[src/rtl/spi_byte_master_pkg.sv]
// Shared constants for the SPI byte master: FSM encoding, transfer type
// flags and the default filler byte clocked out during read-only transfers.
package spi_master_pkg;

  localparam logic [2:0] ST_IDLE     = 3'd0;
  localparam logic [2:0] ST_SETUP    = 3'd1;
  localparam logic [2:0] ST_SEL      = 3'd2;
  localparam logic [2:0] ST_SHIFT_LO = 3'd3;
  localparam logic [2:0] ST_SHIFT_HI = 3'd4;
  localparam logic [2:0] ST_HOLD     = 3'd5;
  localparam logic [2:0] ST_DESEL    = 3'd6;

  localparam logic XFER_WRITE = 1'b0;
  localparam logic XFER_READ  = 1'b1;

  localparam logic [7:0] DEFAULT_DUMMY_BYTE = 8'h00;

  // States in which the flash must see chip select asserted.
  function automatic logic is_selected(input logic [2:0] state);
    return (state == ST_SETUP) || (state == ST_SEL) || (state == ST_SHIFT_LO) ||
           (state == ST_SHIFT_HI) || (state == ST_HOLD);
  endfunction

endpackage

[src/rtl/spi_byte_master_if.sv]
// Byte-stream side of the SPI master: request, write channel and read channel.
// The slave modport is the SPI master block; the master modport is its user.
interface spi_byte_master_if;
  logic       en_i;
  logic [7:0] wr_data_i;
  logic       wr_valid_i;
  logic       wr_ready_o;
  logic [7:0] rd_data_o;
  logic       rd_valid_o;
  logic       rd_ready_i;

  modport slave (
    input  en_i, wr_data_i, wr_valid_i, rd_ready_i,
    output wr_ready_o, rd_data_o, rd_valid_o
  );

  modport master (
    output en_i, wr_data_i, wr_valid_i, rd_ready_i,
    input  wr_ready_o, rd_data_o, rd_valid_o
  );
endinterface

[src/rtl/spi_byte_master_timer.sv]
// Down-counter shared by all timed FSM states: reloaded on every state entry,
// flags the first and the last cycle of a MULT-cycle interval.
module spi_half_period_timer #(
  parameter int MULT = 4
) (
  input  logic clk_i,
  input  logic rst_i,
  input  logic load_i,
  output logic expire_o,
  output logic first_o
);

  localparam int W = $clog2(MULT + 1);
  localparam logic [W-1:0] LOAD_VAL = W'(MULT);

  logic [W-1:0] count_q;

  always_ff @(posedge clk_i or posedge rst_i) begin
    if (rst_i) begin
      count_q <= '0;
    end else if (load_i) begin
      count_q <= LOAD_VAL;
    end else if (count_q != '0) begin
      count_q <= count_q - 1'b1;
    end
  end

  assign expire_o = (count_q == W'(1));
  assign first_o  = (count_q == LOAD_VAL);

endmodule

[src/rtl/spi_byte_master.sv]
// Mode-0, MSB-first SPI master moving one byte per request between a
// valid/ready byte stream and the configuration flash pins.
module spi_byte_master
  import spi_master_pkg::*;
#(
  parameter int         SCK_PERIOD_MULTIPLIER = 4,
  parameter logic [7:0] DUMMY_BYTE            = DEFAULT_DUMMY_BYTE
) (
  input  logic             clk_i,
  input  logic             rst_i,
  spi_byte_master_if.slave bus,
  output logic             sck_o,
  output logic             csn_o,
  output logic             mosi_o,
  input  logic             miso_i
);

  logic [2:0] state_q, state_d;
  logic [7:0] shreg_q, shreg_d;
  logic [2:0] bit_q, bit_d;
  logic       xfer_q, xfer_d;
  logic       miso_q, miso_d;
  logic       rd_valid_q, rd_valid_d;
  logic [7:0] rd_data_q, rd_data_d;
  logic       load, expire, first;

  spi_half_period_timer #(.MULT(SCK_PERIOD_MULTIPLIER)) u_timer (
    .clk_i    (clk_i),
    .rst_i    (rst_i),
    .load_i   (load),
    .expire_o (expire),
    .first_o  (first)
  );

  always_comb begin
    state_d    = state_q;
    shreg_d    = shreg_q;
    bit_d      = bit_q;
    xfer_d     = xfer_q;
    miso_d     = miso_q;
    rd_valid_d = rd_valid_q;
    rd_data_d  = rd_data_q;

    if (rd_valid_q && bus.rd_ready_i) rd_valid_d = 1'b0;

    case (state_q)
      ST_IDLE:     if (bus.en_i) state_d = ST_SETUP;
      ST_SETUP:    if (expire) state_d = ST_SEL;
      ST_SEL: begin
        if (!bus.en_i) begin
          state_d = ST_HOLD;
        end else if (bus.wr_valid_i) begin
          shreg_d = bus.wr_data_i;
          xfer_d  = XFER_WRITE;
          bit_d   = 3'd0;
          state_d = ST_SHIFT_LO;
        end else if (bus.rd_ready_i && !rd_valid_q) begin
          // Single-entry read buffer: only fetch when the previous byte is gone.
          shreg_d = DUMMY_BYTE;
          xfer_d  = XFER_READ;
          bit_d   = 3'd0;
          state_d = ST_SHIFT_LO;
        end
      end
      ST_SHIFT_LO: if (expire) state_d = ST_SHIFT_HI;
      ST_SHIFT_HI: begin
        if (first) miso_d = miso_i;
        if (expire) begin
          shreg_d = {shreg_q[6:0], miso_d};
          bit_d   = bit_q + 3'd1;
          if (bit_q == 3'd7) begin
            if (xfer_q == XFER_READ) begin
              rd_data_d  = {shreg_q[6:0], miso_d};
              rd_valid_d = 1'b1;
            end
            // A dropped request lets the byte finish, then goes straight to hold.
            state_d = bus.en_i ? ST_SEL : ST_HOLD;
          end else begin
            state_d = ST_SHIFT_LO;
          end
        end
      end
      ST_HOLD:     if (expire) state_d = ST_DESEL;
      ST_DESEL:    if (expire) state_d = ST_IDLE;
      default:     state_d = ST_IDLE;
    endcase
  end

  assign load = (state_d != state_q);

  // Pin outputs are computed from the next state so they are glitch-free registers.
  always_ff @(posedge clk_i or posedge rst_i) begin
    if (rst_i) begin
      state_q    <= ST_IDLE;
      shreg_q    <= 8'h00;
      bit_q      <= 3'd0;
      xfer_q     <= XFER_WRITE;
      miso_q     <= 1'b0;
      rd_valid_q <= 1'b0;
      rd_data_q  <= 8'h00;
      sck_o      <= 1'b0;
      csn_o      <= 1'b1;
      mosi_o     <= 1'b0;
    end else begin
      state_q    <= state_d;
      shreg_q    <= shreg_d;
      bit_q      <= bit_d;
      xfer_q     <= xfer_d;
      miso_q     <= miso_d;
      rd_valid_q <= rd_valid_d;
      rd_data_q  <= rd_data_d;
      sck_o      <= (state_d == ST_SHIFT_HI);
      csn_o      <= !is_selected(state_d);
      mosi_o     <= ((state_d == ST_SHIFT_LO) || (state_d == ST_SHIFT_HI)) ? shreg_d[7] : 1'b0;
    end
  end

  assign bus.wr_ready_o = (state_q == ST_SEL) && bus.en_i;
  assign bus.rd_valid_o = rd_valid_q;
  assign bus.rd_data_o  = rd_data_q;

endmodule
[src/flat_wrapper.sv]
// flat-port wrapper written by rule: the top's interface ports become plain ports
module spi_byte_master_flat import spi_master_pkg::*;
#(
  parameter int         SCK_PERIOD_MULTIPLIER = 4,
  parameter logic [7:0] DUMMY_BYTE            = DEFAULT_DUMMY_BYTE
)
  (clk_i, rst_i, sck_o, csn_o, mosi_o, miso_i, bus_en_i, bus_wr_data_i, bus_wr_valid_i, bus_rd_ready_i, bus_wr_ready_o, bus_rd_data_o, bus_rd_valid_o);
  spi_byte_master_if bus_i ();
  input  logic clk_i;
  input  logic rst_i;
  output logic sck_o;
  output logic csn_o;
  output logic mosi_o;
  input  logic miso_i;
  input wire logic [$bits(bus_i.en_i)-1:0] bus_en_i;
  input wire logic [$bits(bus_i.wr_data_i)-1:0] bus_wr_data_i;
  input wire logic [$bits(bus_i.wr_valid_i)-1:0] bus_wr_valid_i;
  input wire logic [$bits(bus_i.rd_ready_i)-1:0] bus_rd_ready_i;
  output wire logic [$bits(bus_i.wr_ready_o)-1:0] bus_wr_ready_o;
  output wire logic [$bits(bus_i.rd_data_o)-1:0] bus_rd_data_o;
  output wire logic [$bits(bus_i.rd_valid_o)-1:0] bus_rd_valid_o;
  assign bus_i.en_i = bus_en_i;
  assign bus_i.wr_data_i = bus_wr_data_i;
  assign bus_i.wr_valid_i = bus_wr_valid_i;
  assign bus_i.rd_ready_i = bus_rd_ready_i;
  assign bus_wr_ready_o = bus_i.wr_ready_o;
  assign bus_rd_data_o = bus_i.rd_data_o;
  assign bus_rd_valid_o = bus_i.rd_valid_o;
  spi_byte_master #(.SCK_PERIOD_MULTIPLIER(SCK_PERIOD_MULTIPLIER), .DUMMY_BYTE(DUMMY_BYTE)) u_core (.clk_i(clk_i), .rst_i(rst_i), .bus(bus_i), .sck_o(sck_o), .csn_o(csn_o), .mosi_o(mosi_o), .miso_i(miso_i));
endmodule
[config.mk]
export PLATFORM = sky130hd
export DESIGN_NAME = spi_byte_master_flat
export DESIGN_NICKNAME = d
export VERILOG_FILES = /design/src/rtl/spi_byte_master_pkg.sv /design/src/rtl/spi_byte_master_if.sv /design/src/rtl/spi_byte_master_timer.sv /design/src/rtl/spi_byte_master.sv /design/src/flat_wrapper.sv
export SDC_FILE = /design/constraint.sdc
export NUM_CORES = 1
export LEC_CHECK = 0
export ABC_AREA = 1
export CAP_MARGIN = 10
export CELL_PAD_IN_SITES_DETAIL_PLACEMENT = 2
export CELL_PAD_IN_SITES_GLOBAL_PLACEMENT = 2
export CORE_MARGIN = 2
export CORE_UTILIZATION = 34
export CTS_CLUSTER_SIZE = 16
export DETAILED_ROUTE_END_ITERATION = 8
export PLACE_DENSITY_LB_ADDON = 0.1
export SLEW_MARGIN = 20
export SYNTH_ARGS = -nofsm -noshare
export SYNTH_HDL_FRONTEND = slang
export SYNTH_SLANG_ARGS = --single-unit
[constraint.sdc]
create_clock -name clk_i -period 2.2 [get_ports clk_i]
set_input_delay 0.33 -clock clk_i [delete_from_list [all_inputs] [get_ports clk_i]]
set_output_delay 0.33 -clock clk_i [all_outputs]
set_load 0.01 [all_outputs]
==> flow_metrics.py <==
metrics = {
    "run_status": {
        "status": "complete, no violations",
    },
    "drt": {
        "via_per_inst": 4.97,
        "wl_um": 5050,
        "vias": 1505,
        "first_iter_violations": 73,
        "first_pass_iters": 4,
        "drcViolationCount": 0,
        "route.antenna.remaining_nets": 0,
        "wire_per_inst_um": 16.7,
    },
    "setup_path": {
        "path_cells": "clkdlybuf4s50_1, nand2_2, nor2_8, clkdlybuf4s50_1",
        "crit_arrival_ns": 1.75,
        "slowest_delay_ns": 0.59,
        "critPathLaunch": "bus_en_i",
        "cp-end-kind": "primary output",
        "critPathSlowestCell": "clkdlybuf4s50_1",
        "r2r-start": "u_core.u_timer.count_q[1]$_DFFE_PP0P_",
        "path_max_fanout": 5,
        "cp-start-kind": "primary input",
        "crit_top_cell": "clkdlybuf4s50_1",
        "path_class": "primary input to primary output",
        "critPathRequiredTime_ns": 1.87,
    },
    "sta": {
        "setup_viol": 0,
        "slew_violations": 0,
        "rsz0062_at_grt": "false",
        "worst_slack_ns": 0.115,
        "hold_viol": 0,
        "relSlewSlack_pct": 73.0,
        "setup_tns_ns": 0,
        "finalCritPeriodShare_pct": 94.8,
        "tightest_slew_ns": 0.405,
        "fmax_mhz": 480,
        "hold_ws_ns": 0.427,
        "skew_ns": 0.00233,
        "fin_crit_ns": 2.08,
    },
    "placed_design": {
        "dp_hpwl_um": 3880,
        "routabilityCongestion": 0.809,
        "preCtsSetupSlack_ns": 0.117,
        "dp_cells": 296,
        "portBuffers": 26,
    },
    "clock_network": {
        "cts_max_level": 2,
        "clkSlewWorstSetupHoldPaths_ns": 0.06,
        "cts_made_buffers": 5,
        "insertion_delay_ns": 0.28,
        "cts_tree": "done",
        "cts_buffer_depth": 2,
        "cts_sinks": 31,
        "root_buffer": "clkbuf_8",
    },
    "global_route": {
        "grt.total_usage_pct": 19.6,
        "grt_pass1_vias": 1694,
        "antenna_found_initial": 0,
        "grt_pass1_wl_um": 8280,
        "grt_max_degree": 32,
        "grt_overflow_total": 0,
    },
    "power": {
        "vdd_drop_max_uv": 523,
        "p_per_area_nw_per_um2": 1060,
        "cellLeakagePower_nw": 1.03,
    },
    "logic_synthesis": {
        "yosysTopAreaCell": "dfrtp_1",
        "synth_nets": 223,
        "synthMostInstantiatedCell": "nand2_1",
        "synthesis.area_um2": 1710,
        "yosysSeqAreaShare_pct": 45.5,
        "synth_warnings": 0,
        "ys_ff_latch": 31,
        "synth_common_cells": "nand2_1 (42), dfrtp_1 (30), inv_1 (23)",
        "syn-mean-instance-area_um2": 8.38,
        "syn_inst": 204,
        "synth_edf_count": 0,
        "ys.flop_type": "dfrtp_1",
        "synth.area.top_cells": "dfrtp_1 (44%), nand2_1 (9.2%), inv_1 (5.1%), o21ai_0 (4.1%), nor2_1 (4.0%)",
        "synth_top_cell_area_share_pct": 43.9,
        "ys_types": 30,
        "synthArstFlopShare_pct": 100,
    },
    "final_layout": {
        "fin_nets": 255,
        "seq_area_um2": 778,
        "fillers": 578,
        "diodes": 0,
        "synthToLayoutAreaGrowth_pct": 24.5,
        "finalCoreUtilization_pct": 44.5,
        "drive_gt1_share_pct": 15.7,
        "multi_input_area_um2": 764,
        "final_cells": 303,
    },
    "floorplan": {
        "ios": 27,
        "die_y_um": 74.9,
        "die_area_um2": 5610,
        "initial_core_util_pct": 35.7,
        "num_rows": 25,
        "core_um2": 4790,
        "die_w_um": 74.9,
    },
    "worst_hold_path": {
        "hp-class": "primary input to async pin",
    },
    "job": {
        "max_cap_violations": 0,
    },
}
[cell type report]
| cell class | count | area share, % |
|---|---|---|
| well taps | 67 | 3.94 |
| repair buffers | 30 | 13.6 |
| inverters | 32 | 5.82 |
| clock inverters | 1 | 0.235 |
| flip-flops and latches | 31 | 36.6 |
| multi-input cells | 136 | 35.9 |
| clock buffers | 6 | 3.88 |
[worst paths after layout]
| path | end | slack (ns) | cells past startpoint |
|---|---|---|---|
| worst max-delay path | bus_wr_ready_o | 0.12 | 4 |
| worst min-delay path | u_core.shreg_q[0]$_DFFE_PP0P_ | 0.43 | 3 |
| worst max register to register | u_core.u_timer.count_q[0]$_DFFE_PP0P_ | 0.38 | 11 |
| worst min register to register | u_core.bit_q[0]$_DFFE_PP0P_ | 0.50 | 1 |
| max in group asynchronous | u_core.csn_o$_DFF_PP1_ | 1.44 | 3 |
| min in group clk_i | u_core.bit_q[0]$_DFFE_PP0P_ | 0.50 | 1 |
[sequential cells by signal (all words and copies together) (netlist names), 3 cells and up]
register,flops
u_core.u_timer.count_q,3
u_core.shreg_q,8
u_core.state_q,3
u_core.bit_q,3
u_core.bus.rd_data_o,8
[worst max-delay path, delay by kind of cell]
kind | cells | cell delay (ns)
buf+inv | 2 | 1.15
simple gates | 2 | 0.28
[cell usage in the layout (no fill, tap or decap), drive strengths merged]
| master | synthesis | layout |
|---|---|---|
| a22o | 2 | 2 |
| clkinv | 2 | 3 |
| nand3b | 1 | 1 |
| buf | 5 | 4 |
| dfstp | 1 | 1 |
| clkdlybuf4s50 | 0 | 26 |
| nand3 | 14 | 14 |
| or2 | 1 | 1 |
| inv | 30 | 30 |
| a22oi | 6 | 6 |
| a21oi | 7 | 7 |
| nand2 | 47 | 47 |
| clkbuf | 0 | 6 |
| o211ai | 1 | 1 |
| and3 | 1 | 1 |
| nor2 | 22 | 22 |
| nand4 | 4 | 4 |
| xor2 | 2 | 2 |
| o21ai | 22 | 22 |
| mux2 | 1 | 1 |
| ha | 5 | 5 |
| dfrtp | 30 | 30 |
[logic make-up after synthesis]
kind of cell	synth area share (%)
fa+ha+maj	3.66
mux	0.659
buf+inv	9.81
flops	45.5
simple gates	26.4
compound gates	13.0
xor+xnor	1.03
[power breakdown]
group / internal [mW] / switching [mW]
clock: 0.245 / 0.206
combinational: 0.343 / 0.591
sequential: 0.746 / 0.135
[stage by stage]
step	cell area (um^2)	power, mW
after floorplan	1710	1.55
after detailed placement	2040	1.83
final	2130	2.27
after global routing	2130	2.47
after CTS	2130	2.30
after global placement	2040	1.73
[per-layer routing]
metal  routed length (um)  global-route usage [%]  vias to the layer above
met2                 2630                    35.4                       28
met1                 2170                    23.4                      752
li1                     -                       -                      718
met3                  197                    5.22                        7
met5                    0                       0                        -
met4                   51                    4.17                        0
[timing repair]
action / in CTS / in global routing
buffers inserted: 0 / 0
setup endpoints to repair: 0 / 1
hold buffers: 0 / 0
resized for setup: 0 / 1
Power figures use the tool's default switching activity.
